## src/rtl/cpu_pipe_pkg.sv

```systemverilog
// Shared pipeline constants and types for the stack CPU stages.
// Decode, the stack and writeback all size their stack interfaces from here.
package cpu_pipe_pkg;

  // Width of one stack entry
  localparam int DATA_W   = 35;
  // Width of the per-instruction pop count
  localparam int POP_W    = 11;
  // Largest number of result words one instruction may push
  localparam int MAX_PUSH = 4;
  // Width of the per-instruction push count
  localparam int CNT_W    = 3;
  // Width needed to select one of the MAX_PUSH result words
  localparam int WB_IDX_W = $clog2(MAX_PUSH);

  // Writeback sequencing state
  typedef enum logic {
    IDLE  = 1'b0,
    DRAIN = 1'b1
  } wb_state_t;

  // Limit a requested push count to what the write port can serialise
  function automatic logic [CNT_W-1:0] clamp_push(input logic [CNT_W-1:0] cnt);
    logic [CNT_W-1:0] lim;
    lim = CNT_W'(MAX_PUSH);
    if (cnt > lim) begin
      return lim;
    end else begin
      return cnt;
    end
  endfunction

  // True when a requested push count exceeds the architectural limit
  function automatic logic push_overflow(input logic [CNT_W-1:0] cnt);
    return (cnt > CNT_W'(MAX_PUSH));
  endfunction

endpackage

```

## src/rtl/cpu_writeback.sv

```systemverilog
// Stage-5 writeback: retires one stage-4 instruction per handshake, applying
// its pops and serialising up to MAX_PUSH result words onto the single-entry
// stack write port. Multi-word instructions hold stage 4 while they drain.
module cpu_writeback
  import cpu_pipe_pkg::*;
(
  input  logic                       clk,
  input  logic                       rst,
  input  logic                       valid_4a,
  input  logic                       kill_4a,
  input  logic [POP_W-1:0]           st__to_pop_4a,
  input  logic [CNT_W-1:0]           c__to_push_4a,
  input  logic [MAX_PUSH*DATA_W-1:0] wb__data_4a,
  output logic                       stall_4a,
  output logic                       st__push_5a,
  output logic [POP_W-1:0]           st__to_pop_5a,
  output logic [DATA_W-1:0]          st__to_push_5a,
  output logic                       wb__busy_5a,
  output logic                       wb__err_5a
);

  wb_state_t           r_state;
  logic [CNT_W-1:0]    r_rem;      // words still to be emitted from the buffer
  logic [CNT_W-1:0]    r_idx;      // buffer slot emitted next
  logic [DATA_W-1:0]   r_words [1:MAX_PUSH-1];
  logic                r_push;
  logic [POP_W-1:0]    r_pop;
  logic [DATA_W-1:0]   r_data;
  logic                r_err;

  logic                w_accept;
  logic                w_ovf;
  logic [CNT_W-1:0]    w_n;
  logic [DATA_W-1:0]   w_word0;
  logic [DATA_W-1:0]   w_drain_word;

  // Decode the handshake and the clamped push count of the offered instruction
  always_comb begin
    w_accept = 1'b0;
    w_ovf    = 1'b0;
    w_n      = '0;
    w_word0  = wb__data_4a[DATA_W-1:0];
    if ((r_state == IDLE) && valid_4a && !kill_4a) begin
      w_accept = 1'b1;
    end else begin
      w_accept = 1'b0;
    end
    w_ovf = push_overflow(c__to_push_4a);
    w_n   = clamp_push(c__to_push_4a);
  end

  // Select the buffered word that the next drain cycle emits
  always_comb begin
    w_drain_word = '0;
    if (r_rem != {CNT_W{1'b0}}) begin
      w_drain_word = r_words[r_idx[WB_IDX_W-1:0]];
    end else begin
      w_drain_word = '0;
    end
  end

  // Writeback FSM: accepts in IDLE, emits buffered words one per cycle in DRAIN
  always_ff @(posedge clk) begin
    if (rst) begin
      r_state <= IDLE;
      r_rem   <= '0;
      r_idx   <= '0;
      r_push  <= 1'b0;
      r_pop   <= '0;
      r_data  <= '0;
      r_err   <= 1'b0;
      for (int i = 1; i < MAX_PUSH; i++) begin
        r_words[i] <= '0;
      end
    end else begin
      case (r_state)
        IDLE: begin
          if (w_accept) begin
            r_pop <= st__to_pop_4a;
            if (w_ovf) begin
              r_err <= 1'b1;
            end
            if (w_n != {CNT_W{1'b0}}) begin
              r_push <= 1'b1;
              r_data <= w_word0;
            end else begin
              r_push <= 1'b0;
              r_data <= '0;
            end
            if (w_n >= CNT_W'(2)) begin
              // Word 0 goes out now; words 1..n-1 wait in the buffer.
              for (int i = 1; i < MAX_PUSH; i++) begin
                r_words[i] <= wb__data_4a[i*DATA_W +: DATA_W];
              end
              r_rem   <= w_n - CNT_W'(1);
              r_idx   <= CNT_W'(1);
              r_state <= DRAIN;
            end else begin
              r_rem   <= '0;
              r_idx   <= '0;
              r_state <= IDLE;
            end
          end else begin
            r_push <= 1'b0;
            r_pop  <= '0;
            r_data <= '0;
          end
        end
        DRAIN: begin
          // Pops were applied with word 0, so drain cycles never pop.
          r_pop <= '0;
          if (r_rem != {CNT_W{1'b0}}) begin
            r_push <= 1'b1;
            r_data <= w_drain_word;
            r_idx  <= r_idx + CNT_W'(1);
            r_rem  <= r_rem - CNT_W'(1);
          end else begin
            // Last word is already on the port: leave one bubble and reopen.
            r_push  <= 1'b0;
            r_data  <= '0;
            r_idx   <= '0;
            r_state <= IDLE;
          end
        end
        default: begin
          r_state <= IDLE;
          r_rem   <= '0;
          r_idx   <= '0;
          r_push  <= 1'b0;
          r_pop   <= '0;
          r_data  <= '0;
        end
      endcase
    end
  end

  assign stall_4a       = (r_state == DRAIN);
  assign wb__busy_5a    = (r_state == DRAIN);
  assign st__push_5a    = r_push;
  assign st__to_pop_5a  = r_pop;
  assign st__to_push_5a = r_data;
  assign wb__err_5a     = r_err;

endmodule
```

## config.mk

```make
export PLATFORM = sky130hd
export DESIGN_NAME = cpu_writeback
export DESIGN_NICKNAME = d
export VERILOG_FILES = /design/src/rtl/cpu_pipe_pkg.sv /design/src/rtl/cpu_writeback.sv
export SDC_FILE = /design/constraint.sdc
export NUM_CORES = 1
export LEC_CHECK = 0
export ABC_AREA = 0
export BUFFER_PORTS_ARGS = -buffer_cell sky130_fd_sc_hd__clkbuf_2
export CORE_UTILIZATION = 46
export DETAILED_ROUTE_END_ITERATION = 10
export PLACE_DENSITY = 0.87
export RECOVER_POWER = 50
export SYNTH_ARGS = -nofsm -noshare
export SYNTH_HDL_FRONTEND = slang
export SYNTH_SLANG_ARGS = --single-unit
```

## constraint.sdc

```tcl
create_clock -name clk -period 8 [get_ports clk]
set_input_delay 2.4 -clock clk [delete_from_list [all_inputs] [get_ports clk]]
set_output_delay 2.4 -clock clk [all_outputs]
set_load 0.03 [all_outputs]
```

Word-level counts from Yosys, hierarchy flattened
Memory sizes are Yosys's and may differ from the RTL's. A register that Yosys moved wholly into a read port is not among the register bits.
Cells that the tools add are included.

word-level totals
  memories kept = 1
  word-level logic and storage cells = 59
  register bits = 55
  memory bits (writable) = 105

memories
  name     words  bits a word  rd ports  clocked after Yosys merged registers in  write ports  line                 RTL
  r_words  3      35           1         1                                        3            cpu_writeback.sv:25  logic [DATA_W-1:0] r_words [1:MAX_PUSH-1];

operators by class
  bitwise gates (word level) = 4
  $lt $le $gt $ge = 2
  reductions and logical operators = 7
  eq/ne operators = 2
  muxes and demuxes = 33
  add/sub/neg operators = 3

operators with widths
  kind                   count
  $mux W35               6
  $pmux W35 S2           1
  $pmux W11 S2           1
  $mux W3                6
  $mux W1                12
  $pmux W3 S2            2
  $mux W11               1
  $reduce_bool A3 Y1     2
  $sub A3 B1 Y3 const B  2
  $mux W2                2
  $pmux W1 S2            2
  $add A3 B1 Y3 const B  1
  $ge A3 B2 Y1 const B   1
  $gt A3 B3 Y1 const B   1
  $or A1 B1 Y1           3
  $reduce_and A3 Y1      1
  $logic_and A1 B1 Y1    2
  $ne A2 B1 Y1 const B   1
  $ne A2 B2 Y1 const B   1
  $reduce_and A2 Y1      1
  $logic_not A1 Y1       1
  $not A1 Y1             1

Logic depth before layout (Yosys ltp)
  word-level depth = 9
  mapped depth = 6

Worst setup path before layout
Ideal clock, no wire load.

  path kind = input-to-reg
  start point = in kill_4a
  end point = mem r_words[1][0] (enable)
  setup slack = -89 ps
  path buffers = 0
  cell stages on the path = 2
  arrival = 7,499 ps
  setup time = 591 ps
  data required time = 7,409 ps
  path through = nand2b_2 o21bai_1

RTL lines
  item         line                 RTL
  from (decl)  cpu_writeback.sv:10  input logic kill_4a,
  to (decl)    cpu_writeback.sv:25

==> results.toml <==
[run_status]
status = "finished, violations left"
violations = "max-capacitance violations, max-slew violations"

[final_layout]
final_area_sq_um = 8190
nets = 860
area_growth_pct = 25.74
drive_gt1_share_pct = 27.71
antennaDiodeCount = 0

[sta]
setup_viol_count_final = 0
slew_viol_final = 160
tns_ns = 0
clock_skew_ns = 0.01193
clock.fmax_ghz = 0.1748
holdWs_ns = 0.4727
grt_setup_unrepaired = "no"
final-hold-violation-count = 0
fin_crit_ns = 5.722
setup_slack_ns = 2.278
slew_headroom_pct = -113.6
max_slew.worst_pin.slew_ns = 3.204
fin_crit_sh_pct = 71.52

[floorplan]
row_count = 43
io-pin-count = 208
core_area_sq_um = 13830
fp.dieH_microns = 121.0
die_x_microns = 121.0
die_area_sq_um = 14640
initial_utilization_pct = 47.11

[min_path]
min-delay-start = "wb__err_5a$_SDFFE_PP0P_"
hold_depth = 2
hold_end = "wb__err_5a$_SDFFE_PP0P_"
hp-class = "reg -> reg"

[clock_tree]
cts_buffer_depth = 2
clock_latency_ns = 0.43
cts_sinks = 161
cts.repair.resized = 0
clk_pin_slew_ns = 0.06
h-tree-depth = 4
cts_root_buf = "clkbuf_16"
cts_setup_buffers = 0
cts_made_buffers = 17
holdBufCountCts = 0
cts_tree = "yes"

[grt]
track_usage_pct = 18.56
grt_overflow = 0
antenna_found_initial = 0
grt_pass1_wl_microns = 20270
grt_pass1_vias = 4202
grt_max_degree = 107

[place]
port_buffers = 207
pre_cts_ws_ns = 3.480
place_area_sq_um = 7640
dp_hpwl_microns = 8640
place_congestion = 0.7794

[routing]
ant_nets = 0
drc = 0
via_per_inst = 4.942
dr.pass1.iters = 6
wl_per_cell_microns = 14.60
wirelength_microns = 13010
drtIter0Drc = 190
vias = 4403

[logic_synthesis]
synthDistinctLibCells = 31
synthesis.area_sq_um = 6514
syn_avg_cell_area_sq_um = 13.05
yosysWarnings = 0
synth.net_count = 661
yosysTopAreaCell = "edfxtp_1"
yosysSeqAreaShare_pct = 65.62
ys_seq_elements = 161
synth.top_cell.area_share_pct = 48.41
synth_area_leaders = "edfxtp_1 48%, dfxtp_1 17%, and2_1 11%"
syn_inst = 499

[worst_setup_path]
worstSetupPathType = "in -> reg"
r2r_cells = 5
crit_chain = "clkbuf_1 > o21ai_0 > o21bai_4 > clkbuf_1 > buf_4"
worstSetupEndpointType = "flip-flop"
arrival_ns = 5.78
worstReg2RegStart = "stall_4a$_SDFF_PP0_"
slowest_stage = "clkbuf_1"
crit_family = "buffers and inverters"
crit-reg2reg-capture = "r_words[1][6]$_SDFFCE_PN0P_"
critPathMostFrequentCell = "clkbuf_1"
timing.critical_path.buf_inv = 3
required_ns = 8.06
reg2reg_slack_ns = 3.68
worstPathMaxFanout = 54
setup.worst_path.start_class = "primary input"
max_stage_delay_ns = 1.92

[power]
p_seq_share_pct = 48.4
totalPowerFinal_mw = 1.965
p_switching_uw = 415.8
powerDensity_nw_per_um2 = 239.9
p_int_mw = 1.549
comb_power_share_pct = 8.1
clkPwrFrac_pct = 43.5
peakVddDrop_uv = 163.1
total_leakage_power_nw = 3.392
p_sw_share_pct = 21.16

[job]
drv_cap = 2
cells in the mapped netlist:
master and number:
clkbuf_2 4, buf_6 6, edfxtp_1 105, or2_2 1
or3_1 1, a21boi_4 1, or4b_1 1, nand2_1 5
a22o_1 35, buf_4 4, nand2b_2 1, xnor2_1 1
o221a_2 1, buf_2 4, nor3_4 2, o21ai_0 3
dfxtp_1 56, mux2i_1 37, a21oi_1 37, inv_1 5
and2_1 116, nor2_1 40, a311oi_1 1, nor3_1 5
nor2b_1 2, nand2b_1 2, clkbuf_1 15, o211ai_1 2
nor4_4 1, o21bai_1 1, ha_1 4
layer usage:
metal  GRT usage [%]  wire, microns  vias up  share of wire [%]
met2           32.04           6717      162                 52
met4           6.713            165        0                1.3
met5               0              0        -                  0
li1                -              -     2161                  -
met1           21.00           5064     2065                 39
met3           6.720           1057       15                8.1
power groups by stage:
stage	clock, mW	sequential, mW	combinational, mW
after floorplan	0	0.982	0.0870
after global placement	0	0.966	0.161
after detailed placement	0	0.968	0.164
after CTS	0.867	0.950	0.165
after global routing	0.900	0.955	0.176
final	0.854	0.951	0.160
area by class of cell:
cell class	count	area, sq um
timing repair buffer	213	1010
tap	180	225.2
clock buffer	25	516.7
sequential	161	4277
multi-input combinational	300	2024
inverter	5	18.77
fill	1132	5637
clock inverter	7	118.9
logic make-up after synthesis:
family / synth area share [%]
adder cells (fa/ha/maj): 0.7684
AND/OR/NAND/NOR: 15.81
buffers and inverters: 3.265
AO/OA/AOI/OAI: 8.721
flip-flops: 65.62
multiplexers: 5.686
XOR/XNOR: 0.1345
placed cells by master (no fill, tap or decap), types with 2 or more instances in the layout:
cell	count
nand2_1	5
ha_1	4
o21ai_0	3
nor3_1	6
edfxtp_1	105
clkbuf_16	18
nor2_1	40
bufinv_16	3
nor2b_1	2
buf_4	4
clkbuf_2	156
clkinvlp_4	2
dfxtp_2	2
mux2i_1	37
nand2b_1	3
inv_1	5
a21oi_1	37
and2_1	96
o211ai_1	2
and2_0	20
a22o_1	35
dfxtp_1	54
clkbuf_8	4
clkbuf_1	56
registers in the layout, summed over array words and instances, names as in the netlist, named ones only:
name            flops
wb__err_5a          1
r_rem               3
st__to_pop_5a      11
st__push_5a         1
stall_4a            1
r_words           105
st__to_push_5a     35
r_idx               2
metrics by stage:
step / cells / utilization [%]
5_1_grt: 891 / 59.23
2_1_floorplan: 499 / -
3_3_place_gp: 859 / 55.25
3_5_place_dp: 859 / 55.25
4_1_cts: 891 / 59.85
6_report: 891 / 59.23
worst reg2reg max path, cell delays in order, from the launching register on:
cell,delay (ns)
dfxtp_1,0.46
inv_1,0.26
o21ai_0,0.24
o21bai_4,0.18
clkbuf_1,1.92
buf_4,0.86
worst max-delay path by stage:
stage / from / to / slack [ns] / cells past startpoint
after global routing: c__to_push_4a[2] / r_words[1][4]$_SDFFCE_PN0P_ / 1.98 / 5
after floorplan: kill_4a / r_words[1][0]$_SDFFCE_PN0P_ / 2.16 / 2
after detailed placement: kill_4a / r_words[1][9]$_SDFFCE_PN0P_ / 3.48 / 5
final: c__to_push_4a[2] / r_words[1][6]$_SDFFCE_PN0P_ / 2.28 / 5
after global placement: c__to_push_4a[2] / r_words[1][8]$_SDFFCE_PN0P_ / 3.51 / 5
after CTS: c__to_push_4a[2] / r_words[1][4]$_SDFFCE_PN0P_ / 3.92 / 5
Note: power is estimated with default switching activity, not from simulation.
